===== config.mk =====
export PLATFORM = sky130hd
export DESIGN_NAME = lfsr_pkt_decoder
export DESIGN_NICKNAME = d
export VERILOG_FILES = /design/src/rtl/lfsr_pkt_pkg.sv /design/src/rtl/lfsr_pkt_decoder_lfsr_nb.sv /design/src/rtl/lfsr_pkt_decoder.sv
export SDC_FILE = /design/constraint.sdc
export NUM_CORES = 1
export LEC_CHECK = 0
export ABC_AREA = 1
export BUFFER_PORTS_ARGS = -buffer_cell sky130_fd_sc_hd__buf_2
export CAP_MARGIN = 40
export CORE_UTILIZATION = 56
export CTS_BUF_LIST = sky130_fd_sc_hd__clkbuf_8
export CTS_CLUSTER_DIAMETER = 50
export DETAILED_ROUTE_END_ITERATION = 10
export PLACE_DENSITY = 0.86
export SETUP_SLACK_MARGIN = 0.4
export SYNTH_ARGS = -nofsm -noshare
export SYNTH_HDL_FRONTEND = slang
export SYNTH_SLANG_ARGS = --single-unit

===== constraint.sdc =====
create_clock -name clk -period 1.6 [get_ports clk]
set_input_delay 0.24 -clock clk [delete_from_list [all_inputs] [get_ports clk]]
set_output_delay 0.24 -clock clk [all_outputs]
set_load 0.02 [all_outputs]

===== src/rtl/lfsr_pkt_pkg.sv =====
// Shared types and defaults for the LFSR packet decoder.
// lfsr_next works at a fixed maximum width; callers zero-extend and truncate to their LFSR width.
package lfsr_pkt_pkg;

   typedef enum logic [1:0] {
      IDLE     = 2'd0,
      PREAMBLE = 2'd1,
      PAYLOAD  = 2'd2,
      DISCARD  = 2'd3
   } pkt_state_t;

   localparam int LFSR_MAXW = 16;

   localparam logic [7:0]  PRE_BYTE_DEF = 8'h7E;
   localparam int          PRE_LEN_DEF  = 7;
   localparam int          PKT_LEN_DEF  = 32;
   localparam logic [29:0] TAPS_DEF     = {5'h12, 5'h14, 5'h17, 5'h1B, 5'h1D, 5'h1E};

   // Bits of state above the caller's LFSR width must be zero so they do not disturb the feedback.
   function automatic logic [LFSR_MAXW-1:0] lfsr_next(
      input logic [LFSR_MAXW-1:0] state,
      input logic [LFSR_MAXW-1:0] taps
   );
      return {state[LFSR_MAXW-2:0], ^(state & taps)};
   endfunction

endpackage


===== src/rtl/lfsr_pkt_decoder_lfsr_nb.sv =====
// One candidate Fibonacci LFSR: load-and-step from i_start on i_init, step on i_en, else hold.
module lfsr_nb
   import lfsr_pkt_pkg::*;
#(
   parameter int LW = 5
)(
   input  logic          clk,
   input  logic          rst,
   input  logic          i_init,
   input  logic          i_en,
   input  logic [LW-1:0] i_taps,
   input  logic [LW-1:0] i_start,
   output logic [LW-1:0] o_state
);

   logic [LW-1:0] r_state;
   logic [LW-1:0] w_base;

   assign w_base = i_init ? i_start : r_state;

   always_ff @(posedge clk or negedge rst) begin
      if (!rst) begin
         r_state <= '0;
      end else if (i_init | i_en) begin
         r_state <= LW'(lfsr_next(LFSR_MAXW'(w_base), LFSR_MAXW'(i_taps)));
      end
   end

   assign o_state = r_state;

endmodule


===== src/rtl/lfsr_pkt_decoder.sv =====
// Packet decryptor: seeds NCAND candidate LFSRs from byte 0, keeps sticky preamble matches,
// then decrypts the payload with the lowest-index survivor or discards the packet with err.
//
//   state    | meaning
//   ---------+---------------------------------------------------------------
//   IDLE     | waiting for byte 0; seeds every LFSR on accept
//   PREAMBLE | comparing decrypted bytes against PRE_BYTE, stepping LFSRs
//   PAYLOAD  | emitting in_data ^ keystream of the selected candidate
//   DISCARD  | no candidate survived; swallowing the rest of the packet
module lfsr_pkt_decoder
   import lfsr_pkt_pkg::*;
#(
   parameter int                   DW       = 8,
   parameter int                   LW       = 5,
   parameter int                   NCAND    = 6,
   parameter logic [NCAND*LW-1:0]  TAPS     = TAPS_DEF,
   parameter int                   PRE_LEN  = PRE_LEN_DEF,
   parameter int                   PKT_LEN  = PKT_LEN_DEF,
   parameter logic [DW-1:0]        PRE_BYTE = PRE_BYTE_DEF,
   localparam int                  SW       = (NCAND > 1) ? $clog2(NCAND) : 1,
   localparam int                  CW       = $clog2(PKT_LEN)
)(
   input  logic             clk,
   input  logic             rst,
   input  logic [DW-1:0]    in_data,
   input  logic             in_valid,
   output logic             in_ready,
   output logic [DW-1:0]    out_data,
   output logic             out_valid,
   input  logic             out_ready,
   output logic             pkt_done,
   output logic             err,
   output logic [NCAND-1:0] match_vec,
   output logic [SW-1:0]    sel_idx
);

   pkt_state_t       r_state;
   logic [CW-1:0]    r_cnt;
   logic [NCAND-1:0] r_match;
   logic [SW-1:0]    r_sel;
   logic [DW-1:0]    r_out_data;
   logic             r_out_valid;
   logic             r_pkt_done;
   logic             r_err;

   logic             w_accept;
   logic             w_init;
   logic             w_step;
   logic             w_hdr_ok;
   logic             w_last;
   logic             w_pre_last;
   logic [DW-1:0]    w_pre_xor;
   logic [LW-1:0]    w_seed;
   logic [LW-1:0]    w_ks [NCAND];
   logic [NCAND-1:0] w_cmp;
   logic [NCAND-1:0] w_match_nxt;
   logic [SW-1:0]    w_sel_nxt;
   logic [LW-1:0]    w_ks_sel;

   assign in_ready   = (r_state == PAYLOAD) ? (~r_out_valid | out_ready) : 1'b1;
   assign w_accept   = in_valid & in_ready;
   assign w_init     = w_accept & (r_state == IDLE);
   assign w_step     = w_accept & ((r_state == PREAMBLE) | (r_state == PAYLOAD));
   assign w_last     = (r_cnt == CW'(PKT_LEN - 1));
   assign w_pre_last = (r_cnt == CW'(PRE_LEN - 1));

   // Byte 0 is PRE_BYTE xor the zero-extended seed, so its upper bits must equal PRE_BYTE's.
   assign w_pre_xor  = in_data ^ PRE_BYTE;
   assign w_seed     = w_pre_xor[LW-1:0];
   assign w_hdr_ok   = ((w_pre_xor >> LW) == '0);

   for (genvar gi = 0; gi < NCAND; gi++) begin : g_cand
      lfsr_nb #(.LW(LW)) u_lfsr (
         .clk     (clk),
         .rst     (rst),
         .i_init  (w_init),
         .i_en    (w_step),
         .i_taps  (TAPS[gi*LW +: LW]),
         .i_start (w_seed),
         .o_state (w_ks[gi])
      );
      assign w_cmp[gi] = ((in_data ^ DW'(w_ks[gi])) == PRE_BYTE);
   end

   assign w_match_nxt = r_match & w_cmp;

   always_comb begin
      w_sel_nxt = '0;
      for (int i = NCAND - 1; i >= 0; i--) begin
         if (w_match_nxt[i]) w_sel_nxt = SW'(i);
      end
   end

   always_comb begin
      w_ks_sel = '0;
      for (int i = 0; i < NCAND; i++) begin
         if (r_sel == SW'(i)) w_ks_sel = w_ks[i];
      end
   end

   always_ff @(posedge clk or negedge rst) begin
      if (!rst) begin
         r_state     <= IDLE;
         r_cnt       <= '0;
         r_match     <= '1;
         r_sel       <= '0;
         r_out_data  <= '0;
         r_out_valid <= 1'b0;
         r_pkt_done  <= 1'b0;
         r_err       <= 1'b0;
      end else begin
         r_pkt_done <= 1'b0;
         r_err      <= 1'b0;
         if (out_ready) r_out_valid <= 1'b0;
         case (r_state)
            IDLE: begin
               if (w_accept) begin
                  r_match <= w_hdr_ok ? '1 : '0;
                  r_cnt   <= CW'(1);
                  r_state <= PREAMBLE;
               end
            end
            PREAMBLE: begin
               if (w_accept) begin
                  r_match <= w_match_nxt;
                  r_cnt   <= r_cnt + CW'(1);
                  if (w_pre_last) begin
                     if (|w_match_nxt) begin
                        r_sel   <= w_sel_nxt;
                        r_state <= PAYLOAD;
                     end else begin
                        r_err   <= 1'b1;
                        r_state <= DISCARD;
                     end
                  end
               end
            end
            PAYLOAD: begin
               if (w_accept) begin
                  r_out_data  <= in_data ^ DW'(w_ks_sel);
                  r_out_valid <= 1'b1;
                  r_cnt       <= r_cnt + CW'(1);
                  if (w_last) begin
                     r_pkt_done <= 1'b1;
                     r_cnt      <= '0;
                     r_state    <= IDLE;
                  end
               end
            end
            DISCARD: begin
               if (w_accept) begin
                  r_cnt <= r_cnt + CW'(1);
                  if (w_last) begin
                     r_pkt_done <= 1'b1;
                     r_cnt      <= '0;
                     r_state    <= IDLE;
                  end
               end
            end
            default: r_state <= IDLE;
         endcase
      end
   end

   assign out_data  = r_out_data;
   assign out_valid = r_out_valid;
   assign pkt_done  = r_pkt_done;
   assign err       = r_err;
   assign match_vec = r_match;
   assign sel_idx   = r_sel;

endmodule


==> metrics, run 1 <==
GRT Total Usage 0.7954; average cell area after synthesis 6.405 um2; mapped cell area about 0.004 mm2; Placed Instances 807; # H-tree levels 3; Initial Utilization 0.5832; Fail Step global routing (5_1_grt); Core Rows 30; asr flop ratio synth 1.000; Synth cell types 34; pre-CTS setup slack -0.1868 ns; outcome stopped before the end; Error [ERROR GRT-0232] Routing congestion too high. Check the congestion heatmap in the GUI.; Post-Synthesis Cells 622; Post-synth EDFFs 0; Root Driver clkbuf_8; clock sinks 57; Seq/Total Area, Yosys 0.3599; syn nets 642; CTS Buffer Depth 2; DP Area 0.004873 mm2; worst_ep kind register data pin; Die Span Y 86.35 um; main flop type after synthesis dfrtp_1; Ports 33; GP Congestion between 0.9 and 1; Synth Register Bits 57; IO buf count 32; largest net degree at the start of global routing 58; Num CTS Buffers 9; Ys Warns 0; Congestion Overflow GR between 100 and 150; Crit. endpoint post-GRT repair g_cand[0].u_lfsr.o_state[0]$_DFFE_PN0P_/D; post-DP HPWL 9.425 mm; Die Wd 86.35 um
layer usage:
layer,overflow,GRT usage
met3,1,0.5600
met4,40,0.8970
met5,0,0.04895
met2,64,0.9949
met1,3,0.8016
cells in the mapped netlist (2+ instances only):
library cell	instances	area share
nand2_2	6	0.0094
nor3_1	3	0.0038
nor2_1	63	0.059
inv_1	81	0.076
nor3_2	3	0.0075
buf_2	3	0.0038
o21ai_1	12	0.015
dfstp_2	6	0.040
nand4_1	4	0.0063
o21ai_0	39	0.049
a21oi_1	24	0.030
buf_4	4	0.0075
nand3_1	42	0.053
a22oi_1	6	0.011
clkbuf_1	5	0.0047
ha_1	8	0.025
buf_6	4	0.011
o21ai_2	5	0.011
dfrtp_1	51	0.32
xnor2_1	2	0.0044
inv_2	4	0.0038
nand2_1	235	0.22
stage by stage:
stage,hold WS (ns),setup TNS [ns],util
4_1_cts,0.1691,-2.769,0.8555
3_3_place_gp,0.2680,-0.4926,0.7134
2_1_floorplan,-0.05559,-0.3442,-
3_5_place_dp,0.2680,-1.690,0.7134
cell families after synthesis:
logic type | after synthesis | synth area share
AOI/OAI and AO/OA | 90 | 0.1244
xor gates and xnor gates | 3 | 0.006597
adders and majority gates | 8 | 0.02513
buffers and inverters | 102 | 0.1090
DFF | 57 | 0.3599
muxes | 1 | 0.002826
and+or+nand+nor | 361 | 0.3722
timing repair:
item                                   in CTS
pin swaps                                  21
cloned                                      5
gates resized for setup                   161
hold buffers                                1
endpoints found under the hold margin      51
setup endpoints to repair                  67
buffers inserted                           23
==> run 2: changes to the inputs <==
--- a/config.mk
+++ b/config.mk
@@ -8,12 +8,9 @@
 export ABC_AREA = 1
 export BUFFER_PORTS_ARGS = -buffer_cell sky130_fd_sc_hd__buf_2
 export CAP_MARGIN = 40
-export CORE_UTILIZATION = 56
-export CTS_BUF_LIST = sky130_fd_sc_hd__clkbuf_8
-export CTS_CLUSTER_DIAMETER = 50
+export CORE_UTILIZATION = 40
 export DETAILED_ROUTE_END_ITERATION = 10
-export PLACE_DENSITY = 0.86
-export SETUP_SLACK_MARGIN = 0.4
+export PLACE_DENSITY_LB_ADDON = 0.15
 export SYNTH_ARGS = -nofsm -noshare
 export SYNTH_HDL_FRONTEND = slang
 export SYNTH_SLANG_ARGS = --single-unit
==> constraint.sdc (replaced) <==
create_clock -name clk -period 2.08 [get_ports clk]
set_input_delay 0.312 -clock clk [delete_from_list [all_inputs] [get_ports clk]]
set_output_delay 0.312 -clock clk [all_outputs]
set_load 0.02 [all_outputs]
==> run 2 against run 1 <==
Against the previous run: the flow now finishes without violations; synthesized cell count unchanged; area after synthesis unchanged.
==> metrics, run 2 <==
CP Capture Type flip-flop; hold depth 3; Slowest-stage cell, CP dfrtp_1; number of flip-flops in the largest register 30; Ys Warns 0 (unchanged); CTS tree built; setup TNS 0 ns; total vias in the final route 4047; grt met2 use 0.3893; largest net degree at the start of global routing 35; Hold Fails Final Rpt 0; Core Rows 36 (was 30); most common cell after layout, fill and taps aside nand2_1; main combinational cell family by area after synthesis simple AND/OR/NAND/NOR gates (unchanged); post-synthesis compound-gate area fraction 0.1244 (unchanged); DP Area 0.004299 mm2 (was 0.004873 mm2); Residual DRC 0; synthesis-to-finish area growth 14.23%; post-layout min period 1.953 ns; WP buf/inv 2; Initial Utilization 0.4095 (was 0.5832); share of cells above drive strength 1 0.1392; vias in the first global route 3811; CTS Buffer Depth 2 (unchanged); xor/xnor cell area share of the yosys netlist 0.006595 (unchanged); Placed Instances 784 (was 807); most frequent cells in the layout 235 x nand2_1, 81 x inv_1, 63 x nor2_1; maximum VDD drop 0.5626 mV; postcts setup bufs 0 (was 23); Worst-Margin Slew 0.4623 ns; average cell area after synthesis 6.405 um2 (unchanged); top post-synthesis cells by area dfrtp_1 32%, nand2_1 22%, inv_1 7.6% (unchanged); CP Launch Type flip-flop; mapped cell area 0.003984 mm2 (unchanged); Final Util 0.4677; fillers 1049; Synth Register Bits 57 (unchanged); crit-path max cell delay 0.41 ns; CP Cell Sequence inv_1 > ha_2 > nand3_4 > inv_4 > nand2_1 > o21ai_1 > nand2_1 > nand2_1 > nand3_1 > nand3_1 > nand2_1; Final Skew 0.01445 ns; Crit path depth 11; final net count 683; DRT Pass-1 Iters 5; Required @ worst endpoint 2.32 ns; clk slew on worst S/H paths ~0.070 ns; post-DP HPWL 8.788 mm (was 9.425 mm); Crit path top cell by count nand2_1; FMAX 512.0 MHz; DR vias/cell 5.052; Routed WL 11.44 mm; path type of the worst min-delay path input port to flip-flop; top cell type's share of synthesized area 0.3204 (unchanged); IO buf count 32 (unchanged); Die Wd 101.8 um (was 86.35 um); Post-Synth Simple-Gate Area 0.3722 (unchanged); pre-CTS setup slack 0.1207 ns (was -0.1868 ns); # H-tree levels 3 (unchanged); Die ar. 0.01036 mm2; fin crit share 0.9390; Adder-Cell Fraction of Synth Area 0.02513 (unchanged); final cell count without fillers ~800; FF-to-FF path depth 11; Root Driver clkbuf_8 (unchanged); GRT Total Usage 0.2399; Congestion Overflow GR 0; RSZ-0062 raised after global routing false; n_diodes 0; core area 0.009729 mm2; Max Cap Violations 0; Seq/Total Area, Yosys 0.3599 (unchanged); Post-Synthesis Cells 622 (unchanged); PwrDens 1443 mW/mm2; Post-synth EDFFs 0 (unchanged); largest area contributor in the netlist dfrtp_1 (unchanged); kind of critical path flip-flop to flip-flop; GR peak layer met2; outcome complete, no violations (was stopped before the end); initial antenna violation count 0; met3 Use GR 0.04486; Max Slew Vio Count 0; Synth cell types 34 (unchanged); Finished Cell Area ~0.0046 mm2; WP data arrival ~2.2 ns; Routed Antenna Nets 0; multiplexer share of the synthesized area 0.002827 (unchanged); CP top delay family simple AND/OR/NAND/NOR gates; final setup fails 0; Slew headroom 0.6918; GP Congestion 0.8976 (was 0.9759); setup ws final 0.1268 ns; drt wl/cell 14.28 um; Clock Latency Late Sink 0.36 ns; syn nets 642 (unchanged); main flop type after synthesis dfrtp_1 (unchanged); met1 Resource Use GR 0.3193; asr flop ratio synth 1.000 (unchanged); Lkg Pwr 2.531 nW; crit path max fanout 15; Die Span Y 101.8 um (was 86.35 um); Num CTS Buffers 9 (unchanged); Ports 33 (unchanged); first-pass GRT wire length 18.69 mm; clock sinks 57 (unchanged); initial drt markers roughly 300; most common cell in the netlist nand2_1 (unchanged); synth cell count leaders 235 x nand2_1, 81 x inv_1, 63 x nor2_1, 51 x dfrtp_1, 42 x nand3_1 (unchanged)
[run 2: cell families after synthesis]
group           Yosys count
mux                       1
fa+ha+maj                 8
flops                    57
compound gates           90
buf+inv                 102
xor+xnor                  3
simple gates            361
[run 2: cell type report]
class,count,area (um2),share of cell area
clock inverters,2,35.03,0.007699
inverters,86,325.3,0.07149
flip-flops and latches,57,1434,0.3151
well taps,133,166.4,0.03657
multi-input cells,463,2136,0.4693
repair buffers,46,271.5,0.05966
clock buffers,14,182.7,0.04014
[run 2: per-stage QoR]
step	power, W	hold slack (ns)
final	0.006568	0.1828
after floorplan	0.004412	0.01641
after CTS	0.006548	0.1800
after global routing	0.007198	0.1913
after global placement	0.005293	0.3301
after detailed placement	0.005361	0.3250
[run 2: per-layer routing]
metal / share of wire / wire, um
met3: 0.074 / 847
met5: 0 / 0
met2: 0.45 / 5172
met1: 0.45 / 5195
met4: 0.020 / 224
[run 2: final timing paths]
kind                                   from                           to  slack, ns
max in group asynchronous               rst                 match_vec[2]       1.17
worst min-delay path             in_data[6]                  out_data[6]       0.18
min in group asynchronous               rst  g_cand[5].u_lfsr.o_state[2]       0.47
worst max register to register   r_state[1]  g_cand[1].u_lfsr.o_state[0]       0.13
worst max-delay path             r_state[1]  g_cand[1].u_lfsr.o_state[0]       0.13
worst min register to register  out_data[6]                  out_data[6]       0.48
[run 2: where the power goes]
group          total, W  internal (W)  switching [W]
Clock           0.00117      0.000683       0.000482
Combinational   0.00325       0.00116        0.00208
Sequential      0.00215       0.00163       0.000528
Total           0.00657       0.00347        0.00309
[run 2: repair_timing]
item / CTS / global route
endpoints found under the setup margin: 0 / 6
hold buffers: 1 / 0
gates resized for setup: 0 / 7
endpoints found under the hold margin: 23 / 0
[run 2: worst register-to-register path, stage by stage, from the launching register on]
cell     delay, ns
dfrtp_1       0.41
inv_1         0.14
ha_2          0.30
nand3_4       0.13
inv_4         0.17
nand2_1       0.18
o21ai_1       0.18
nand2_1       0.08
nand2_1       0.07
nand3_1       0.06
nand3_1       0.07
nand2_1       0.05
(Power assumes the default switching activity.)
==> run 3: changes to the inputs <==
--- a/config.mk
+++ b/config.mk
@@ -9,8 +9,10 @@
 export BUFFER_PORTS_ARGS = -buffer_cell sky130_fd_sc_hd__buf_2
 export CAP_MARGIN = 40
 export CORE_UTILIZATION = 40
+export CTS_BUF_LIST = sky130_fd_sc_hd__clkbuf_8
 export DETAILED_ROUTE_END_ITERATION = 10
 export PLACE_DENSITY_LB_ADDON = 0.15
+export REMOVE_ABC_BUFFERS = 1
 export SYNTH_ARGS = -nofsm -noshare
 export SYNTH_HDL_FRONTEND = slang
 export SYNTH_SLANG_ARGS = --single-unit
==> run 3 against run 2 <==
Against the previous run: cell area down 0.41%; global-route usage rose by 0.24 points; maximum frequency rose by 1.2%; die area is the same; largest power group unchanged; clock skew decreased by 0.0019 ns; first-iteration DRC count shrank 47%.
==> metrics, run 3 (synthesized netlist as in run 2, its figures left out) <==
# H-tree levels 3 (unchanged); crit-path max cell delay 0.41 ns (about the same); initial drt markers 159 (was 299); Residual DRC 0 (unchanged); Initial Utilization 0.4095 (unchanged); final setup fails 0 (unchanged); Slowest-stage cell, CP dfrtp_1 (unchanged); Slew headroom 0.6042 (was 0.6918); area of the multi-input gates 0.002136 mm2 (unchanged); initial antenna violation count 0 (unchanged); drt wl/cell 14.57 um (was 14.28 um); Required @ worst endpoint 2.32 ns (about the same); Placed Instances 782 (was 784); setup ws final 0.1500 ns (was 0.1268 ns); Root Driver clkbuf_8 (unchanged); total vias in the final route 4007 (was 4047); synthesis-to-finish area growth 13.76% (was 14.23%); outcome complete, no violations (unchanged); Die ar. 0.01036 mm2 (unchanged); vias in the first global route 3795 (was 3811); DP Area 0.004284 mm2 (was 0.004299 mm2); most frequent cells in the layout 234 x nand2_1, 83 x inv_1, 63 x nor2_1 (was 235 x nand2_1, 81 x inv_1, 63 x nor2_1); CTS tree built (unchanged); fin crit share 0.9279 (was 0.9390); DRT Pass-1 Iters 6 (was 5); final net count 681 (was 683); most common cell after layout, fill and taps aside nand2_1 (unchanged); CP Launch Type flip-flop (unchanged); GRT Total Usage 0.2423 (was 0.2399); Congestion Overflow GR 0 (unchanged); PwrDens 1443 mW/mm2 (about the same); Core Rows 36 (unchanged); clock sinks 57 (unchanged); CTS Buffer Depth 2 (unchanged); final cell count without fillers 799 (was 801); kind of critical path flip-flop to flip-flop (unchanged); Crit path top cell by count nand2_1 (unchanged); IO buf count 32 (unchanged); clk slew on worst S/H paths 0.07 ns (about the same); n_diodes 0 (unchanged); post-DP HPWL 8.986 mm (was 8.788 mm); GP Congestion 0.8789 (was 0.8976); Clock Latency Late Sink 0.36 ns (about the same); Hold Fails Final Rpt 0 (unchanged); DR vias/cell 5.015 (was 5.052); core area 0.009729 mm2 (unchanged); Die Wd 101.8 um (unchanged); Finished Cell Area 0.004532 mm2 (was 0.004551 mm2); Routed Antenna Nets 0 (unchanged); Final Skew 0.01259 ns (was 0.01445 ns); Ports 33 (unchanged); first-pass GRT wire length 18.60 mm (was 18.69 mm); CP Capture Type flip-flop (unchanged); Num CTS Buffers 9 (unchanged); fillers 1027 (was 1049); Max Cap Violations 0 (unchanged); setup TNS 0 ns (unchanged); maximum VDD drop 0.5814 mV (was 0.5626 mV); Routed WL 11.64 mm (was 11.44 mm); crit path max fanout 18 (was 15); FMAX 518.1 MHz (was 512.0 MHz); RSZ-0062 raised after global routing true (was false); Final Util 0.4658 (was 0.4677); share of cells above drive strength 1 0.1381 (was 0.1392); largest net degree at the start of global routing 33 (was 35); number of flip-flops in the largest register 30 (unchanged); path type of the worst min-delay path input port to flip-flop (unchanged); Worst-Margin Slew 0.5891 ns (was 0.4623 ns); Lkg Pwr 2.518 nW (was 2.531 nW); CP Cell Sequence inv_1 > ha_2 > nand3_2 > nand3_4 > inv_6 > buf_4 > o21ai_1 > nand2_1 > nand2_1 > nand2_1 > nand3_1 > nand2_1 (was inv_1 > ha_2 > nand3_4 > inv_4 > nand2_1 > o21ai_1 > nand2_1 > nand2_1 > nand3_1 > nand3_1 > nand2_1); post-layout min period 1.930 ns (was 1.953 ns); Die Span Y 101.8 um (unchanged); WP data arrival 2.17 ns (was 2.19 ns); Max Slew Vio Count 0 (unchanged); pre-CTS setup slack 0.08207 ns (was 0.1207 ns); FF+latch area 0.001434 mm2 (unchanged)
[run 3: final timing paths]
| check | startpoint | to | slack [ns] | depth (start not counted) |
|---|---|---|---|---|
| setup / recovery | r_state[0] | g_cand[0].u_lfsr.o_state[0] | 0.15 | 12 |
| hold / removal | in_data[5] | out_data[5] | 0.20 | 3 |
| setup reg to reg | r_state[0] | g_cand[0].u_lfsr.o_state[0] | 0.15 | 12 |
| hold reg to reg | out_data[6] | out_data[6] | 0.48 | 2 |
| max in group asynchronous | rst | g_cand[3].u_lfsr.o_state[3] | 0.96 | 3 |
| min in group asynchronous | rst | g_cand[4].u_lfsr.o_state[4] | 0.44 | 2 |
[run 3: critical path, delay by kind of cell (launching register included)]
family | cells | cell delay, ns
simple gates | 7 | 0.60
flops | 1 | 0.41
buf+inv | 3 | 0.39
fa+ha+maj | 1 | 0.21
compound gates | 1 | 0.19
[run 3: per-layer routing]
metal / vias up / routed length [um] / track usage / part of all wire
met4: 0 / 386 / 0.1338 / 0.033
met5: - / 0 / 0 / 0
li1: 2023 / - / - / -
met3: 32 / 572 / 0.03727 / 0.049
met2: 123 / 5284 / 0.3903 / 0.45
met1: 1829 / 5395 / 0.3110 / 0.46
[run 3: report_power, final]
part           total (W)  switching, W  internal, W
clock network    0.00113      0.000464     0.000663
registers        0.00221      0.000585      0.00163
logic            0.00320       0.00206      0.00114
[run 3: area by class of cell]
cell class / count / share of cell area
timing repair buffer: 44 / 0.05660
clock buffer: 9 / 0.02733
multi-input combinational: 463 / 0.4713
clock inverter: 7 / 0.01933
sequential: 57 / 0.3164
tap: 133 / 0.03672
inverter: 86 / 0.07234
[run 3: through the flow]
step	hold WS, ns	power (W)
4_1_cts	0.1836	0.006508
2_1_floorplan	0.01641	0.004333
3_5_place_dp	0.2676	0.005353
6_report	0.1954	0.006540
5_1_grt	0.1804	0.007155
3_3_place_gp	0.2630	0.005313
[run 3: repair_timing]
item                       CTS  global route
setup buffers                0             0
hold endpoints to repair    14             0
setup endpoints to repair    0            11
resized for setup            0            10
hold buffers                 1             0
==> run 4: changes to the inputs <==
--- a/config.mk
+++ b/config.mk
@@ -5,7 +5,7 @@
 export SDC_FILE = /design/constraint.sdc
 export NUM_CORES = 1
 export LEC_CHECK = 0
-export ABC_AREA = 1
+export ABC_AREA = 0
 export BUFFER_PORTS_ARGS = -buffer_cell sky130_fd_sc_hd__buf_2
 export CAP_MARGIN = 40
 export CORE_UTILIZATION = 40
==> run 4 against run 3 <==
Against the previous run: combinational power down 31%; maximum frequency down 3.2%; via count down 23%; critical path type unchanged; highest routed layer unchanged.
==> metrics, run 4 <==
outcome complete, no violations (unchanged); IO buf count 32 (unchanged); FMAX 501.6 MHz (was 518.1 MHz); initial antenna violation count 0 (unchanged); path type of the worst min-delay path input port to async pin (was input port to flip-flop); final setup fails 0 (unchanged); mapped cell area 0.003568 mm2 (was 0.003984 mm2); switching power 0.002116 W (was 0.003113 W); Congestion Overflow GR 0 (unchanged); Clock Latency Late Sink 0.34 ns (was 0.36 ns); # H-tree levels 3 (unchanged); Max Cap Violations 0 (unchanged); Slowest-stage cell, CP ha_1 (was dfrtp_1); PwrDens 1275 mW/mm2 (was 1443 mW/mm2); Lkg Pwr 1.897 nW (was 2.518 nW); CP top delay family adder cells (was simple AND/OR/NAND/NOR gates); DP Area 0.004000 mm2 (was 0.004284 mm2); Hold Fails Final Rpt 0 (unchanged); Max Slew Vio Count 0 (unchanged); largest net degree at the start of global routing 30 (was 33); GRT Total Usage 0.2303 (was 0.2423); clk slew on worst S/H paths 0.07 ns (about the same); Final Util 0.4944 (was 0.4658); CTS Buffer Depth 2 (unchanged); Seq/Total Area, Yosys 0.4018 (was 0.3599); fin crit share 0.9584 (was 0.9279); synthesis-to-finish area growth 20.23% (was 13.76%); Hold Slack 0.009030 ns (was 0.1954 ns); Die ar. 0.009303 mm2 (was 0.01036 mm2); CP Cell Sequence inv_1 > ha_1 > nand2_2 > buf_4 > o22a_1 > o22a_1 (was inv_1 > ha_2 > nand3_2 > nand3_4 > inv_6 > buf_4 > o21ai_1 > nand2_1 > nand2_1 > nand2_1 > nand3_1 > nand2_1); DR vias/cell 5.489 (was 5.015); Finished Cell Area 0.004290 mm2 (was 0.004532 mm2); CTS tree built (unchanged); Core Rows 34 (was 36); WP buf/inv 2 (was 3); Residual DRC 0 (unchanged); Post-synth EDFFs 0 (unchanged); final net count 469 (was 681); CP Launch Type flip-flop (unchanged); Routed WL 10.01 mm (was 11.64 mm); synth cell count leaders 51 x dfrtp_1, 51 x nand2_1, 43 x a21oi_1, 37 x o21ai_1, 29 x xor2_1 (was 235 x nand2_1, 81 x inv_1, 63 x nor2_1, 51 x dfrtp_1, 42 x nand3_1); Initial Utilization 0.4112 (was 0.4095); Hold Buf Count CTS 0 (was 1); kind of critical path flip-flop to flip-flop (unchanged); post-DP HPWL 7.227 mm (was 8.986 mm); WP data arrival 2.21 ns (was 2.17 ns); Ys Warns 0 (unchanged); P_int 0.003356 W (was 0.003427 W); crit-path max cell delay 0.47 ns (was 0.41 ns); Die Span Y 96.45 um (was 101.8 um); core area 0.008678 mm2 (was 0.009729 mm2); average cell area after synthesis 8.943 um2 (was 6.405 um2); clock network power share 0.240 (was 0.172); most frequent cells in the layout 51 x dfrtp_1, 50 x nand2_1, 42 x a21oi_1 (was 234 x nand2_1, 83 x inv_1, 63 x nor2_1); switching part of the total 0.3867 (was 0.4760); setup TNS 0 ns (unchanged); top cell type's share of synthesized area 0.3576 (was 0.3204); total vias in the final route 3085 (was 4007); largest area contributor in the netlist dfrtp_1 (unchanged); n_diodes 0 (unchanged); Routed Antenna Nets 0 (unchanged); drt wl/cell 17.82 um (was 14.57 um); CP Capture Type flip-flop (unchanged); share of cells above drive strength 1 0.2181 (was 0.1381); Tot Pwr 0.005472 W (was 0.006540 W); asr flop ratio synth 1.000 (unchanged); RSZ-0062 raised after global routing true (unchanged); number of flip-flops in the largest register 30 (unchanged); initial drt markers 158 (was 159); Post-Synthesis Cells 399 (was 622); Seq pwr share 0.355 (was 0.338); Die Wd 96.45 um (was 101.8 um); Crit path top cell by count o22a_1 (was nand2_1); top post-synthesis cells by area dfrtp_1 36%, xor2_1 7.1%, xnor2_1 6.6% (was dfrtp_1 32%, nand2_1 22%, inv_1 7.6%); Slew headroom 0.5517 (was 0.6042); most common cell after layout, fill and taps aside dfrtp_1 (was nand2_1); Num CTS Buffers 9 (unchanged); maximum VDD drop 0.5520 mV (was 0.5814 mV); Final Skew 0.01525 ns (was 0.01259 ns); clock sinks 57 (unchanged); first-pass GRT wire length 15.66 mm (was 18.60 mm); post-layout min period 1.994 ns (was 1.930 ns); Root Driver clkbuf_8 (unchanged); Gate power share 0.405 (was 0.490); vias in the first global route 2954 (was 3795); GP Congestion 0.8287 (was 0.8789); Required @ worst endpoint 2.29 ns (was 2.32 ns); DRT Pass-1 Iters 5 (was 6); crit path max fanout 13 (was 18); Worst-Margin Slew 0.6725 ns (was 0.5891 ns); Synth cell types 43 (was 34); Ports 33 (unchanged); Synth Register Bits 57 (unchanged); main flop type after synthesis dfrtp_1 (unchanged)
## run 4: power by group through the flow
stage | clock network, W | logic, W | registers [W]
after floorplan | 0 | 0.00140 | 0.00192
after global placement | 0 | 0.00212 | 0.00196
after detailed placement | 0 | 0.00215 | 0.00196
after CTS | 0.00135 | 0.00216 | 0.00194
after global routing | 0.00140 | 0.00249 | 0.00199
final | 0.00131 | 0.00222 | 0.00194
## run 4: cell type report
class	count	area, um2
fill	852	4388
sequential	57	1434
timing repair buffer	64	432.9
clock buffer	11	151.4
clock inverter	5	102.6
inverter	11	41.29
tap	108	135.1
multi-input combinational	306	1993
## run 4: worst paths after layout
| path | from | end | slack (ns) | cells past startpoint |
|---|---|---|---|---|
| max | r_state[0] | g_cand[2].u_lfsr.o_state[0] | 0.09 | 6 |
| min | rst | out_data[3] | 0.009 | 1 |
| max reg2reg | r_state[0] | g_cand[2].u_lfsr.o_state[0] | 0.09 | 6 |
| min reg2reg | out_data[1] | out_data[1] | 0.48 | 2 |
| max in group asynchronous | rst | g_cand[2].u_lfsr.o_state[0] | 1.47 | 2 |
| min in group clk | out_ready | out_valid | 0.16 | 2 |
## run 4: metrics by stage
stage / cells / setup slack, ns
detailed placement: 545 / -0.1090
CTS: 561 / 0.04706
global route: 562 / -0.03329
finish: 562 / 0.08645
floorplan: 373 / -1.104
global placement: 545 / -0.1004
## run 4: layer usage
metal	track usage	routed length [um]	vias up
met5	0	0	-
met1	0.3106	4575	1466
met3	0.03208	621	23
met2	0.3674	4558	110
met4	0.1017	258	0
li1	-	-	1486
## run 4: what timing repair did
action / CTS / global route
setup buffers: 0 / 0
gates resized for setup: 0 / 8
endpoints found under the setup margin: 0 / 31
## run 4: cell families (layout without fill, tap and decap cells)
kind of cell               Yosys count  after routing  synth area share
AOI/OAI and AO/OA                  119            120            0.1886
and+or+nand+nor                    106            106            0.1399
DFF                                 57             57            0.4018
xor gates and xnor gates            56             56            0.1374
buffers and inverters               37             91           0.05084
muxes                               16             16           0.05330
adders and majority gates            8              8           0.02805
## run 4: worst reg2reg max path, cell delays in order (launching register included)
cell and delay [ns]:
dfrtp_1 0.41, inv_1 0.12, ha_1 0.47, nand2_2 0.28
buf_4 0.27, o22a_1 0.16, o22a_1 0.17
